**config.mk**
```make
export PLATFORM = sky130hd
export DESIGN_NAME = reset_sequencer
export DESIGN_NICKNAME = d
export VERILOG_FILES = /design/src/rtl/rstseq_pkg.sv /design/src/rtl/reset_sequencer_sync_chain.sv /design/src/rtl/reset_sequencer.sv
export SDC_FILE = /design/constraint.sdc
export NUM_CORES = 1
export LEC_CHECK = 0
export ABC_CLOCK_PERIOD_IN_PS = 3500
export BUFFER_PORTS_ARGS = -buffer_cell sky130_fd_sc_hd__buf_2
export CORE_MARGIN = 2
export CORE_UTILIZATION = 60
export CTS_BUF_LIST = sky130_fd_sc_hd__clkbuf_16
export CTS_CLUSTER_SIZE = 8
export DETAILED_ROUTE_END_ITERATION = 10
export PLACE_DENSITY = 0.86
export SKIP_CTS_REPAIR_TIMING = 1
export SYNTH_ARGS = -nofsm -noshare
export SYNTH_HDL_FRONTEND = slang
export SYNTH_SLANG_ARGS = --single-unit
```
**constraint.sdc**
```tcl
create_clock -name CK -period 3.5 [get_ports CK]
set_input_delay 0.7 -clock CK [delete_from_list [all_inputs] [get_ports CK]]
set_output_delay 0.7 -clock CK [all_outputs]
set_load 0.01 [all_outputs]
```
**src/rtl/rstseq_pkg.sv**
```systemverilog
// Shared types and defaults for the reset sequencer: state encoding,
// default parameter values and counter widths.
package rstseq_pkg;

  typedef enum logic [1:0] {
    WAIT_LOCK = 2'd0,
    HOLD      = 2'd1,
    RELEASE   = 2'd2,
    RUN       = 2'd3
  } rstseq_state_t;

  localparam int N_OUT_DEF       = 4;
  localparam int SYNC_STAGES_DEF = 3;
  localparam int HOLD_CYCLES_DEF = 64;
  localparam int STAGGER_DEF     = 8;

  localparam int LOSS_CNT_W = 8;
  // Wide enough for the largest legal HOLD_CYCLES-1 and STAGGER-1.
  localparam int HOLD_CNT_W = 24;
  localparam int STG_CNT_W  = 16;

endpackage

```
**src/rtl/reset_sequencer_sync_chain.sv**
```systemverilog
// Single-bit synchroniser, STAGES flops deep, with synchronous active-low clear.
// Latency STAGES edges; no flow control.
module sync_chain #(
  parameter int STAGES = 3
) (
  input  logic clk,
  input  logic clr_n,
  input  logic d,
  output logic q
);

  logic [STAGES-1:0] ff;

  always_ff @(posedge clk) begin
    if (!clr_n) ff <= '0;
    else        ff <= {ff[STAGES-2:0], d};
  end

  assign q = ff[STAGES-1];

endmodule

```
**src/rtl/reset_sequencer.sv**
```systemverilog
// Lock-qualified staggered reset release with lock-loss resequencing and soft-reset handshake.
// Bit0 releases SYNC_STAGES+1+HOLD_CYCLES+STAGGER edges after LOCK; no backpressure.
// Optional 8-bit lock-loss counter port LOSS_CNT when RSTSEQ_LOSS_CNT_EN is defined.
module reset_sequencer
  import rstseq_pkg::*;
#(
  parameter int N_OUT       = N_OUT_DEF,
  parameter int SYNC_STAGES = SYNC_STAGES_DEF,
  parameter int HOLD_CYCLES = HOLD_CYCLES_DEF,
  parameter int STAGGER     = STAGGER_DEF
) (
  input  logic             CK,
  input  logic             RSTb,
  input  logic             LOCK,
  input  logic             SOFT_REQ,
  output logic             SOFT_ACK,
  output logic [N_OUT-1:0] RST_OUTb,
`ifdef RSTSEQ_LOSS_CNT_EN
  output logic [LOSS_CNT_W-1:0] LOSS_CNT,
`endif
  output logic             READY
);

  localparam int IDX_W = (N_OUT > 1) ? $clog2(N_OUT) : 1;
  localparam logic [HOLD_CNT_W-1:0] HOLD_LAST = HOLD_CNT_W'(HOLD_CYCLES - 1);
  localparam logic [STG_CNT_W-1:0]  STG_LAST  = STG_CNT_W'(STAGGER - 1);
  localparam logic [IDX_W-1:0]      IDX_LAST  = IDX_W'(N_OUT - 1);

  rstseq_state_t          state;
  logic [HOLD_CNT_W-1:0]  hold_cnt;
  logic [STG_CNT_W-1:0]   stg_cnt;
  logic [IDX_W-1:0]       idx;
  logic                   soft_flag;
  logic                   lock_s;
`ifdef RSTSEQ_LOSS_CNT_EN
  logic [LOSS_CNT_W-1:0]  loss_cnt;
  assign LOSS_CNT = loss_cnt;
`endif

  sync_chain #(.STAGES(SYNC_STAGES)) u_lock_sync (
    .clk   (CK),
    .clr_n (RSTb),
    .d     (LOCK),
    .q     (lock_s)
  );

  always_ff @(posedge CK) begin
    if (!RSTb) begin
      state     <= WAIT_LOCK;
      RST_OUTb  <= '0;
      READY     <= 1'b0;
      SOFT_ACK  <= 1'b0;
      hold_cnt  <= '0;
      stg_cnt   <= '0;
      idx       <= '0;
      soft_flag <= 1'b0;
`ifdef RSTSEQ_LOSS_CNT_EN
      loss_cnt  <= '0;
`endif
    end else begin
      SOFT_ACK <= 1'b0;
      unique case (state)
        WAIT_LOCK: begin
          if (lock_s) begin
            state    <= HOLD;
            hold_cnt <= '0;
          end
        end
        HOLD, RELEASE: begin
          // soft_flag survives a lock drop so the pending ACK still fires later.
          if (!lock_s) begin
            state    <= WAIT_LOCK;
            RST_OUTb <= '0;
            hold_cnt <= '0;
            stg_cnt  <= '0;
            idx      <= '0;
          end else if (state == HOLD) begin
            if (hold_cnt == HOLD_LAST) begin
              state    <= RELEASE;
              hold_cnt <= '0;
              stg_cnt  <= '0;
              idx      <= '0;
            end else begin
              hold_cnt <= hold_cnt + HOLD_CNT_W'(1);
            end
          end else if (stg_cnt == STG_LAST) begin
            RST_OUTb[idx] <= 1'b1;
            stg_cnt       <= '0;
            if (idx == IDX_LAST) begin
              state     <= RUN;
              READY     <= 1'b1;
              SOFT_ACK  <= soft_flag;
              soft_flag <= 1'b0;
              idx       <= '0;
            end else begin
              idx <= idx + IDX_W'(1);
            end
          end else begin
            stg_cnt <= stg_cnt + STG_CNT_W'(1);
          end
        end
        RUN: begin
          if (!lock_s) begin
            state    <= WAIT_LOCK;
            RST_OUTb <= '0;
            READY    <= 1'b0;
            if (SOFT_REQ) soft_flag <= 1'b1;
`ifdef RSTSEQ_LOSS_CNT_EN
            if (loss_cnt != '1) loss_cnt <= loss_cnt + LOSS_CNT_W'(1);
`endif
          end else if (SOFT_REQ) begin
            state     <= HOLD;
            RST_OUTb  <= '0;
            READY     <= 1'b0;
            soft_flag <= 1'b1;
            hold_cnt  <= '0;
          end
        end
      endcase
    end
  end

endmodule
```
==> results.rst, run 1 <==
.. list-table::
   :header-rows: 1

   * - Metric
     - Value
   * - Cell Pwr Density
     - 401 nW/um2
   * - Multiplexer share of the synthesized area
     - 0%
   * - Effective utilization at floorplan
     - 61.0%
   * - Final ANT Viol Nets
     - 0
   * - Synth cell count leaders
     - sky130_fd_sc_hd__dfxtp_1 (54), sky130_fd_sc_hd__a21oi_1 (29), sky130_fd_sc_hd__nor2_1 (26)
   * - Library cell with the highest instance count after synthesis
     - sky130_fd_sc_hd__dfxtp_1
   * - Number of enable-type register cells in the synthesized netlist
     - 0
   * - Buffer depth of the longest clock path
     - 2
   * - TritonCTS clock tree
     - built
   * - DRC violations left
     - 0
   * - First-pass GRT wire length
     - 10200 um
   * - VDD IR max
     - 256 uV
   * - Number of storage elements in the synthesis netlist
     - 54
   * - Number of cell rows
     - 25
   * - Cells after Synth
     - 335
   * - Iteration-0 DRC Markers
     - 261
   * - Slowest CP cell
     - sky130_fd_sc_hd__o32a_1
   * - Clock root buffer
     - sky130_fd_sc_hd__clkbuf_16
   * - Unrepaired setup endpoints after global routing
     - false
   * - Total clock buffers created by CTS
     - 5
   * - Final setup skew
     - 0.00774 ns
   * - Full die area
     - 5310 um2
   * - Worst hold slack
     - 0.453 ns
   * - Xor/xnor cell area share of the yosys netlist
     - 5.54%
   * - WP buf/inv
     - 2
   * - Number of setup violations in the final report
     - 0
   * - Least-Margin Pin Slew
     - 1.01 ns
   * - Fin nets
     - 353
   * - Final weighted congestion of routability-driven global placement
     - 0.837
   * - Number of violations of the max-capacitance limit
     - 0
   * - Post-Synthesis Mean Instance Area
     - 8.49 um2
   * - Kind of cell adding the most delay to the critical path
     - simple AND/OR/NAND/NOR gates
   * - Detailed Place HPWL
     - 4210 um
   * - Number of input and output port buffers inserted
     - 9
   * - Mapped cell area
     - 2840 um2
   * - Post-route setup TNS
     - 0 ns
   * - Fraction of final layout cells with drive strength greater than 1
     - 7.67%
   * - Endpoint required time on the critical path
     - 3.72 ns
   * - Number of global-route vias before repair
     - 2384
   * - Area growth from synthesis to layout
     - 7.39%
   * - Hold violation count in the final report
     - 0
   * - Static leakage
     - 0.949 nW
   * - Clock net sink count
     - 54
   * - Element type at the critical path start
     - flip-flop
   * - CP cell instances
     - inv_1, ha_1, nor2b_1, o32a_1, buf_4, or3_1, or4_1, a21oi_1
   * - Maximum fanout count along the critical path
     - 14
   * - Run status
     - complete, no violations
   * - Detail-routed via count per cell
     - 6.41
   * - Critical path arrival
     - 2.86 ns
   * - Sequential area share after synthesis
     - 38.0%
   * - Critical Path End Type
     - flip-flop
   * - Number of antenna violations at the first check in global routing
     - 0
   * - Worst setup path category
     - flip-flop to flip-flop
   * - Main combinational cell family by area after synthesis
     - simple AND/OR/NAND/NOR gates
   * - Synth top area cells
     - sky130_fd_sc_hd__dfxtp_1 (38%), sky130_fd_sc_hd__a21oi_1 (5.1%), sky130_fd_sc_hd__xnor2_1 (4.9%)
   * - H-Tree Depth
     - 2
   * - Total global-route track usage
     - 24.2%
   * - Overall die height
     - 72.8 um
   * - Global route overflow
     - 0
   * - Clock-pin slew on the worst setup and hold paths
     - 0.07 ns
   * - Number of nets produced by synthesis
     - 350
   * - Delay of the slowest cell on the worst path
     - 0.50 ns
   * - Primary flip-flop cell chosen by synthesis mapping
     - sky130_fd_sc_hd__dfxtp_1
   * - Share of the cycle needed by the critical path after routing
     - 75.4%
   * - Pwr Total
     - 1.22 mW
   * - Area fraction in and, or, nand and nor cells after synthesis
     - 30.8%
   * - Slew Limit Headroom
     - 32.8%
   * - Routed WL per cell
     - 15.3 um
   * - Largest area contributor in the synthesized netlist
     - sky130_fd_sc_hd__dfxtp_1
   * - Post-layout minimum cycle time
     - 2.64 ns
   * - I/O pins
     - 10
   * - First-pass DRT Iterations
     - 4
   * - CORE AREA
     - 4660 um2
   * - Synth Area in Compound Gates
     - 16.8%
   * - Achievable clock frequency
     - 379 MHz
   * - Horizontal die dimension
     - 72.8 um
   * - Tightest Hold Check Type
     - flip-flop to flip-flop
   * - Number of vias in the routed layout
     - 2520
   * - Largest net degree at the start of global routing
     - 30
   * - Post-synthesis share of cell area spent on full adders, half adders and majority gates
     - 4.84%
   * - Final routed wirelength across all metal layers
     - 6020 um
   * - Area share of the largest cell type after synthesis
     - 38.0%
   * - Number of unique standard cell types used by synthesis
     - 50
   * - Async set-or-reset flop fraction in the synthesized netlist
     - 0%
   * - Count of synthesis-stage warnings from yosys
     - 0
   * - Final number of max-transition violations
     - 0
   * - Antenna Diode Count
     - 0
   * - Placed Instances
     - 385
   * - Clock insertion delay at the later pin of the skew report
     - 0.29 ns
   * - Layout Cells excl Fill
     - 393
-- worst register-to-register path: stages (launching register included) --
cell	delay [ns]
sky130_fd_sc_hd__dfxtp_1	0.41
sky130_fd_sc_hd__inv_1	0.10
sky130_fd_sc_hd__ha_1	0.19
sky130_fd_sc_hd__nor2b_1	0.14
sky130_fd_sc_hd__o32a_1	0.50
sky130_fd_sc_hd__buf_4	0.25
sky130_fd_sc_hd__or3_1	0.42
sky130_fd_sc_hd__or4_1	0.41
sky130_fd_sc_hd__a21oi_1	0.15
-- area by class of cell --
type / instances / area, um2
Multi-Input combinational cell: 254 / 1660
Fill cell: 398 / 1610
Sequential cell: 54 / 1080
Clock buffer: 5 / 125
Timing Repair Buffer: 12 / 67.6
Tap cell: 54 / 67.6
Inverter: 11 / 41.3
Clock inverter: 3 / 16.3
-- layer usage --
metal | vias to the layer above | part of all wire [%] | GRT usage [%]
li1 | 1265 | - | -
met3 | 5 | 4.0 | 4.97
met4 | 0 | 1.0 | 8.23
met5 | - | 0 | 0
met2 | 70 | 49 | 42.3
met1 | 1180 | 46 | 29.5
-- cells by family (layout without fill, tap and decap cells) --
| group | after synthesis | count (layout) |
|---|---|---|
| AOI/OAI and AO/OA | 75 | 75 |
| adders and majority gates | 11 | 11 |
| buffers and inverters | 27 | 31 |
| xor gates and xnor gates | 18 | 18 |
| and+or+nand+nor | 150 | 150 |
| DFF | 54 | 54 |
-- flip-flops by register name, indices dropped and copies added, names as in the netlist --
signal          count
state               2
READY               1
stg_cnt            16
soft_flag           1
u_lock_sync.ff      3
hold_cnt           24
RST_OUTb            4
idx                 2
SOFT_ACK            1
-- per-stage QoR --
step | instance area, um2 | setup WS [ns] | utilization [%]
2_1_floorplan | 2840 | 1.31 | -
3_3_place_gp | 2910 | 0.979 | 62.5
3_5_place_dp | 2910 | 0.888 | 62.5
4_1_cts | 3050 | 0.868 | 65.5
5_1_grt | 3050 | 0.717 | 65.5
6_report | 3050 | 0.861 | 65.5
-- final timing paths --
| path | from | to | slack, ns | cells past startpoint |
|---|---|---|---|---|
| worst max-delay path | state[1] | hold_cnt[23] | 0.86 | 8 |
| worst min-delay path | u_lock_sync.ff[0] | u_lock_sync.ff[1] | 0.45 | 1 |
| worst max register to register | state[1] | hold_cnt[23] | 0.86 | 8 |
| worst min register to register | u_lock_sync.ff[0] | u_lock_sync.ff[1] | 0.45 | 1 |
-- placed cells by master, fill, tap and decap left out, types with 4 or more instances in the layout --
cell and instances:
sky130_fd_sc_hd__nor3_1 4, sky130_fd_sc_hd__clkbuf_16 5, sky130_fd_sc_hd__buf_2 9, sky130_fd_sc_hd__a32o_1 4
sky130_fd_sc_hd__and4_1 7, sky130_fd_sc_hd__nand4_1 10, sky130_fd_sc_hd__nor2_1 26, sky130_fd_sc_hd__or3_1 10
sky130_fd_sc_hd__inv_1 10, sky130_fd_sc_hd__ha_1 11, sky130_fd_sc_hd__dfxtp_1 54, sky130_fd_sc_hd__or4_1 12
sky130_fd_sc_hd__a21oi_1 29, sky130_fd_sc_hd__nand3_1 12, sky130_fd_sc_hd__and2_1 6, sky130_fd_sc_hd__nor4_1 16
sky130_fd_sc_hd__nand2_1 24, sky130_fd_sc_hd__xnor2_1 16, sky130_fd_sc_hd__o31ai_1 8, sky130_fd_sc_hd__o21ai_0 15
sky130_fd_sc_hd__nor2b_1 4
-- power by group --
part	leakage, nW	internal, mW	total, mW	switching (mW)
registers	0.436	0.624	0.632	0.00833
logic	0.444	0.0339	0.114	0.0803
clock network	0.0689	0.262	0.479	0.217
No activity file was read; power rests on OpenSTA's default activity.
==> run 2: changes to the inputs <==
--- a/config.mk
+++ b/config.mk
@@ -5,7 +5,7 @@
 export SDC_FILE = /design/constraint.sdc
 export NUM_CORES = 1
 export LEC_CHECK = 0
-export ABC_CLOCK_PERIOD_IN_PS = 3500
+export ABC_CLOCK_PERIOD_IN_PS = 2700
 export BUFFER_PORTS_ARGS = -buffer_cell sky130_fd_sc_hd__buf_2
 export CORE_MARGIN = 2
 export CORE_UTILIZATION = 60
==> constraint.sdc (replaced) <==
create_clock -name CK -period 2.7 [get_ports CK]
set_input_delay 0.54 -clock CK [delete_from_list [all_inputs] [get_ports CK]]
set_output_delay 0.54 -clock CK [all_outputs]
set_load 0.01 [all_outputs]
==> results.rst, run 2 (synthesized netlist as in run 1, its figures left out) <==
.. list-table::
   :header-rows: 1

   * - Metric
     - Value
   * - Run status
     - complete, no violations
   * - DRC violations left
     - 0
   * - Maximum fanout count along the critical path
     - 6
   * - Static leakage
     - 0.965 nW
   * - Hold violation count in the final report
     - 0
   * - Register with the most flip-flops
     - hold_cnt
   * - Final ANT Viol Nets
     - 0
   * - Antenna Diode Count
     - 0
   * - Worst R2R Setup Slack
     - 0.36 ns
   * - Commonest cells after routing, fill and taps aside
     - sky130_fd_sc_hd__dfxtp_1 (54), sky130_fd_sc_hd__a21oi_1 (29), sky130_fd_sc_hd__nor2_1 (26), sky130_fd_sc_hd__nand2_1 (24)
   * - Number of cell rows
     - 25
   * - VDD IR max
     - 376 uV
   * - Number of violations of the max-capacitance limit
     - 0
   * - Routing usage on met2
     - 41.1%
   * - Final weighted congestion of routability-driven global placement
     - 0.831
   * - Number of global-route vias before repair
     - 2390
   * - Met3 routing resource usage after global routing
     - 4.97%
   * - Full die area
     - 5310 um2
   * - CORE AREA
     - 4660 um2
   * - Post-route setup TNS
     - 0 ns
   * - TritonCTS clock tree
     - built
   * - Worst Reg-to-Reg Cells
     - 7
   * - Effective utilization at floorplan
     - 61.0%
   * - Filler cell count
     - 389
   * - Share of the cycle needed by the critical path after routing
     - 86.6%
   * - Number of setup violations in the final report
     - 0
   * - Achievable clock frequency
     - 428 MHz
   * - Multi-input gate area in the final layout
     - 1660 um2
   * - I/O pins
     - 10
   * - Layout Cells excl Fill
     - 396
   * - Fin nets
     - 356
   * - Clock root buffer
     - sky130_fd_sc_hd__clkbuf_16
   * - Final setup skew
     - 0.00373 ns
   * - Fraction of final layout cells with drive strength greater than 1
     - 8.48%
   * - Clock-pin slew on the worst setup and hold paths
     - 0.06 ns
   * - Global route overflow
     - 0
   * - Critical Path End Type
     - flip-flop
   * - Routed WL per cell
     - 14.9 um
   * - Worst reg2reg endpoint
     - hold_cnt[5]
   * - CP startpoint
     - state[1]
   * - Worst setup path category
     - flip-flop to flip-flop
   * - Number of antenna violations at the first check in global routing
     - 0
   * - Total clock buffers created by CTS
     - 5
   * - Least-Margin Pin Slew
     - 0.562 ns
   * - Horizontal die dimension
     - 72.8 um
   * - First-pass DRT Iterations
     - 4
   * - Number of flip-flops in the largest register
     - 24
   * - Cell Pwr Density
     - 513 nW/um2
   * - Critical path arrival
     - 2.56 ns
   * - Worst flop-to-flop path startpoint
     - state[1]
   * - Number of vias in the routed layout
     - 2523
   * - Most frequent standard cell in the layout excluding fill and tap cells
     - sky130_fd_sc_hd__dfxtp_1
   * - Detailed Place HPWL
     - 4160 um
   * - Detail-routed via count per cell
     - 6.37
   * - Worst setup path endpoint
     - hold_cnt[5]
   * - Tightest Hold Check Type
     - flip-flop to flip-flop
   * - Largest net degree at the start of global routing
     - 30
   * - Number of input and output port buffers inserted
     - 9
   * - Element type at the critical path start
     - flip-flop
   * - Iteration-0 DRC Markers
     - 213
   * - Met1 capacity usage during global routing
     - 30.6%
   * - Slew Limit Headroom
     - 62.2%
   * - First-pass GRT wire length
     - 10400 um
   * - Final routed wirelength across all metal layers
     - 5910 um
   * - H-Tree Depth
     - 2
   * - Overall die height
     - 72.8 um
   * - Register cell area after layout
     - 1080 um2
   * - Placed Instances
     - 388
   * - Unrepaired setup endpoints after global routing
     - false
   * - Buffer depth of the longest clock path
     - 2
   * - Highest-utilization routing layer at the global route stage
     - met2
   * - Clock insertion delay at the later pin of the skew report
     - 0.29 ns
   * - Area growth from synthesis to layout
     - 8.05%
   * - Post-layout minimum cycle time
     - 2.34 ns
   * - Final number of max-transition violations
     - 0
   * - Clock net sink count
     - 54
   * - Endpoint required time on the critical path
     - 2.92 ns
   * - Total global-route track usage
     - 24.6%
   * - Largest regs
     - hold_cnt: 24 flops, stg_cnt: 16 flops, RST_OUTb: 4 flops
run 2: cell count changes in the layout (fill, tap and decap cells not counted), sizes merged:
cell | previous run | this run
buf | 12 | 15
clkinv | 4 | 3
inv | 10 | 11
run 2: worst min-delay path by stage:
stage	endpoint	start	cells after the start	slack, ns
6_report	u_lock_sync.ff[2]	u_lock_sync.ff[1]	1	0.45
3_5_place_dp	u_lock_sync.ff[1]	u_lock_sync.ff[0]	1	0.44
4_1_cts	u_lock_sync.ff[1]	u_lock_sync.ff[0]	1	0.45
3_3_place_gp	u_lock_sync.ff[1]	u_lock_sync.ff[0]	1	0.41
2_1_floorplan	u_lock_sync.ff[1]	u_lock_sync.ff[0]	1	0.41
5_1_grt	u_lock_sync.ff[0]	LOCK	2	0.47
run 2: power by group:
part           internal (mW)  total (mW)  switching (mW)
clock network          0.336       0.606           0.270
registers              0.809       0.819          0.0108
logic                 0.0494       0.151           0.101
run 2: per-stage QoR:
stage | setup WS [ns] | utilization, % | power, mW | cell area (um2) | hold slack, ns
floorplan | 0.510 | - | 0.945 | 2840 | 0.412
global placement | 0.455 | 63.0 | 0.985 | 2940 | 0.412
detailed placement | 0.387 | 63.0 | 0.987 | 2940 | 0.437
CTS | 0.366 | 65.9 | 1.59 | 3070 | 0.452
global route | 0.175 | 65.9 | 1.64 | 3070 | 0.470
finish | 0.362 | 65.9 | 1.58 | 3070 | 0.453
run 2: per-layer routing:
layer	routed length, um	up-vias
li1	-	1267
met1	2640	1172
met2	2920	69
met3	238	15
met4	121	0
met5	0	-
run 2: layout make-up:
type	count	share of cell area [%]
multi-input cells	254	53.9
flip-flops and latches	54	35.2
clock buffers	5	4.07
repair buffers	15	2.93
well taps	54	2.20
inverters	11	1.34
clock inverters	3	0.407
run 2: critical path, stage by stage, from the launching register on:
cell and delay, ns:
sky130_fd_sc_hd__dfxtp_1 0.41, sky130_fd_sc_hd__inv_1 0.11, sky130_fd_sc_hd__ha_1 0.18, sky130_fd_sc_hd__nor2b_1 0.14, sky130_fd_sc_hd__o32a_1 0.40, sky130_fd_sc_hd__or3_4 0.42
sky130_fd_sc_hd__or4b_1 0.48, sky130_fd_sc_hd__a21oi_1 0.15
==> run 3: changes to the inputs <==
--- a/config.mk
+++ b/config.mk
@@ -7,7 +7,6 @@
 export LEC_CHECK = 0
 export ABC_CLOCK_PERIOD_IN_PS = 2700
 export BUFFER_PORTS_ARGS = -buffer_cell sky130_fd_sc_hd__buf_2
-export CORE_MARGIN = 2
 export CORE_UTILIZATION = 60
 export CTS_BUF_LIST = sky130_fd_sc_hd__clkbuf_16
 export CTS_CLUSTER_SIZE = 8
==> results.rst, run 3 (synthesized netlist as in run 1, its figures left out) <==
.. list-table::
   :header-rows: 1

   * - Metric
     - Value
   * - Worst setup path category
     - flip-flop to flip-flop
   * - Filler cell count
     - 353
   * - Largest net degree at the start of global routing
     - 30
   * - Fin nets
     - 356
   * - Horizontal die dimension
     - 70.8 um
   * - Endpoint of the worst hold path
     - u_lock_sync.ff[1]
   * - Area growth from synthesis to layout
     - 9.06%
   * - Total clock buffers created by CTS
     - 5
   * - Effective utilization at floorplan
     - 64.0%
   * - Least-Margin Pin Slew
     - 0.694 ns
   * - Register with the most flip-flops
     - hold_cnt
   * - Hold violation count in the final report
     - 0
   * - Final ANT Viol Nets
     - 0
   * - Worst hold slack
     - 0.437 ns
   * - Number of cell rows
     - 24
   * - I/O pins
     - 10
   * - DRC violations left
     - 0
   * - Total global-route track usage
     - 26.1%
   * - Iteration-0 DRC Markers
     - 210
   * - Endpoint required time on the critical path
     - 2.92 ns
   * - Full die area
     - 5020 um2
   * - VDD IR max
     - 444 uV
   * - Post-route setup TNS
     - 0 ns
   * - Number of setup violations in the final report
     - 0
   * - Worst reg2reg endpoint
     - hold_cnt[5]
   * - Clock net sink count
     - 54
   * - Buffer depth of the longest clock path
     - 2
   * - Critical Path End Type
     - flip-flop
   * - Number of input and output port buffers inserted
     - 9
   * - Unrepaired setup endpoints after global routing
     - false
   * - Cell Pwr Density
     - 546 nW/um2
   * - Routed WL per cell
     - 15.4 um
   * - Final weighted congestion of routability-driven global placement
     - 0.888
   * - TritonCTS clock tree
     - built
   * - Slew Limit Headroom
     - 53.3%
   * - Number of violations of the max-capacitance limit
     - 0
   * - Worst flop-to-flop path startpoint
     - state[0]
   * - Largest regs
     - hold_cnt: 24 flops, stg_cnt: 16 flops, RST_OUTb: 4 flops
   * - Static leakage
     - 0.977 nW
   * - Commonest cells after routing, fill and taps aside
     - sky130_fd_sc_hd__dfxtp_1 (54), sky130_fd_sc_hd__a21oi_1 (29), sky130_fd_sc_hd__nor2_1 (26), sky130_fd_sc_hd__nand2_1 (24)
   * - Worst R2R Setup Slack
     - 0.37 ns
   * - Overall die height
     - 70.8 um
   * - Tightest Hold Check Type
     - flip-flop to flip-flop
   * - Detail-routed via count per cell
     - 6.45
   * - Critical path arrival
     - 2.56 ns
   * - Origin of the worst min-delay path
     - u_lock_sync.ff[0]
   * - Number of flip-flops in the largest register
     - 24
   * - Achievable clock frequency
     - 428 MHz
   * - Clock root buffer
     - sky130_fd_sc_hd__clkbuf_16
   * - Post-layout minimum cycle time
     - 2.33 ns
   * - Fraction of final layout cells with drive strength greater than 1
     - 9.06%
   * - Final setup skew
     - 0.00919 ns
   * - Run status
     - complete, no violations
   * - Pwr Total
     - 1.69 mW
   * - Number of global-route vias before repair
     - 2367
   * - First-pass GRT wire length
     - 10600 um
   * - Detailed Place HPWL
     - 4220 um
   * - Final routed wirelength across all metal layers
     - 6060 um
   * - Number of vias in the routed layout
     - 2540
   * - Post-route worst setup slack
     - 0.365 ns
   * - Element type at the critical path start
     - flip-flop
   * - Most frequent standard cell in the layout excluding fill and tap cells
     - sky130_fd_sc_hd__dfxtp_1
   * - Worst Reg-to-Reg Cells
     - 7
   * - Clock insertion delay at the later pin of the skew report
     - 0.29 ns
   * - Clock-pin slew on the worst setup and hold paths
     - 0.07 ns
   * - H-Tree Depth
     - 2
   * - Share of the cycle needed by the critical path after routing
     - 86.5%
   * - WHS Path Cells
     - 1
   * - CORE AREA
     - 4440 um2
   * - First-pass DRT Iterations
     - 6
   * - Number of antenna violations at the first check in global routing
     - 0
   * - Final number of max-transition violations
     - 0
   * - Pre-CTS setup slack
     - 0.383 ns
   * - Antenna Diode Count
     - 0
   * - Maximum fanout count along the critical path
     - 6
   * - Global route overflow
     - 0
## run 3: routing by layer
metal  routed length [um]  up-vias  share of wire, %  track usage, %
li1                     -     1277                 -               -
met1                 2670     1187                44            31.9
met2                 3030       62                50            46.0
met3                  237       14               3.9            5.27
met4                  122        0               2.0            8.67
met5                    0        -                 0               0
## run 3: critical path, stage by stage, from the launching register on
cell                      delay [ns]
sky130_fd_sc_hd__dfxtp_1        0.40
sky130_fd_sc_hd__inv_1          0.11
sky130_fd_sc_hd__ha_1           0.19
sky130_fd_sc_hd__nor2b_1        0.14
sky130_fd_sc_hd__o32a_1         0.40
sky130_fd_sc_hd__or3_4          0.43
sky130_fd_sc_hd__or4b_1         0.47
sky130_fd_sc_hd__a21oi_1        0.14
## run 3: worst max path at each step
stage | from | endpoint
floorplan | state[0] | hold_cnt[5]
global placement | state[1] | hold_cnt[5]
detailed placement | state[0] | hold_cnt[23]
CTS | state[0] | hold_cnt[23]
global route | state[0] | hold_cnt[23]
finish | state[0] | hold_cnt[5]
## run 3: stage by stage
step                instances  util [%]  instance area [um2]
CTS                       394      69.8                 3100
global route              394      69.8                 3100
detailed placement        386      66.0                 2930
finish                    394      69.8                 3100
global placement          386      66.0                 2930
floorplan                 335         -                 2840
## run 3: area by class of cell
class	instances	area [um2]	area share (%)
multi-input cells	254	1660	53.4
clock inverters	3	43.8	1.41
flip-flops and latches	54	1080	34.9
repair buffers	15	90.1	2.90
clock buffers	5	125	4.03
well taps	52	65.1	2.10
inverters	11	41.3	1.33
## run 3: report_power, final
part / leakage (nW) / total, mW / internal (mW) / switching, mW
Combinational: 0.457 / 0.153 / 0.0492 / 0.104
Clock: 0.0842 / 0.722 / 0.439 / 0.283
Sequential: 0.436 / 0.819 / 0.808 / 0.0110
Total: 0.977 / 1.69 / 1.30 / 0.397
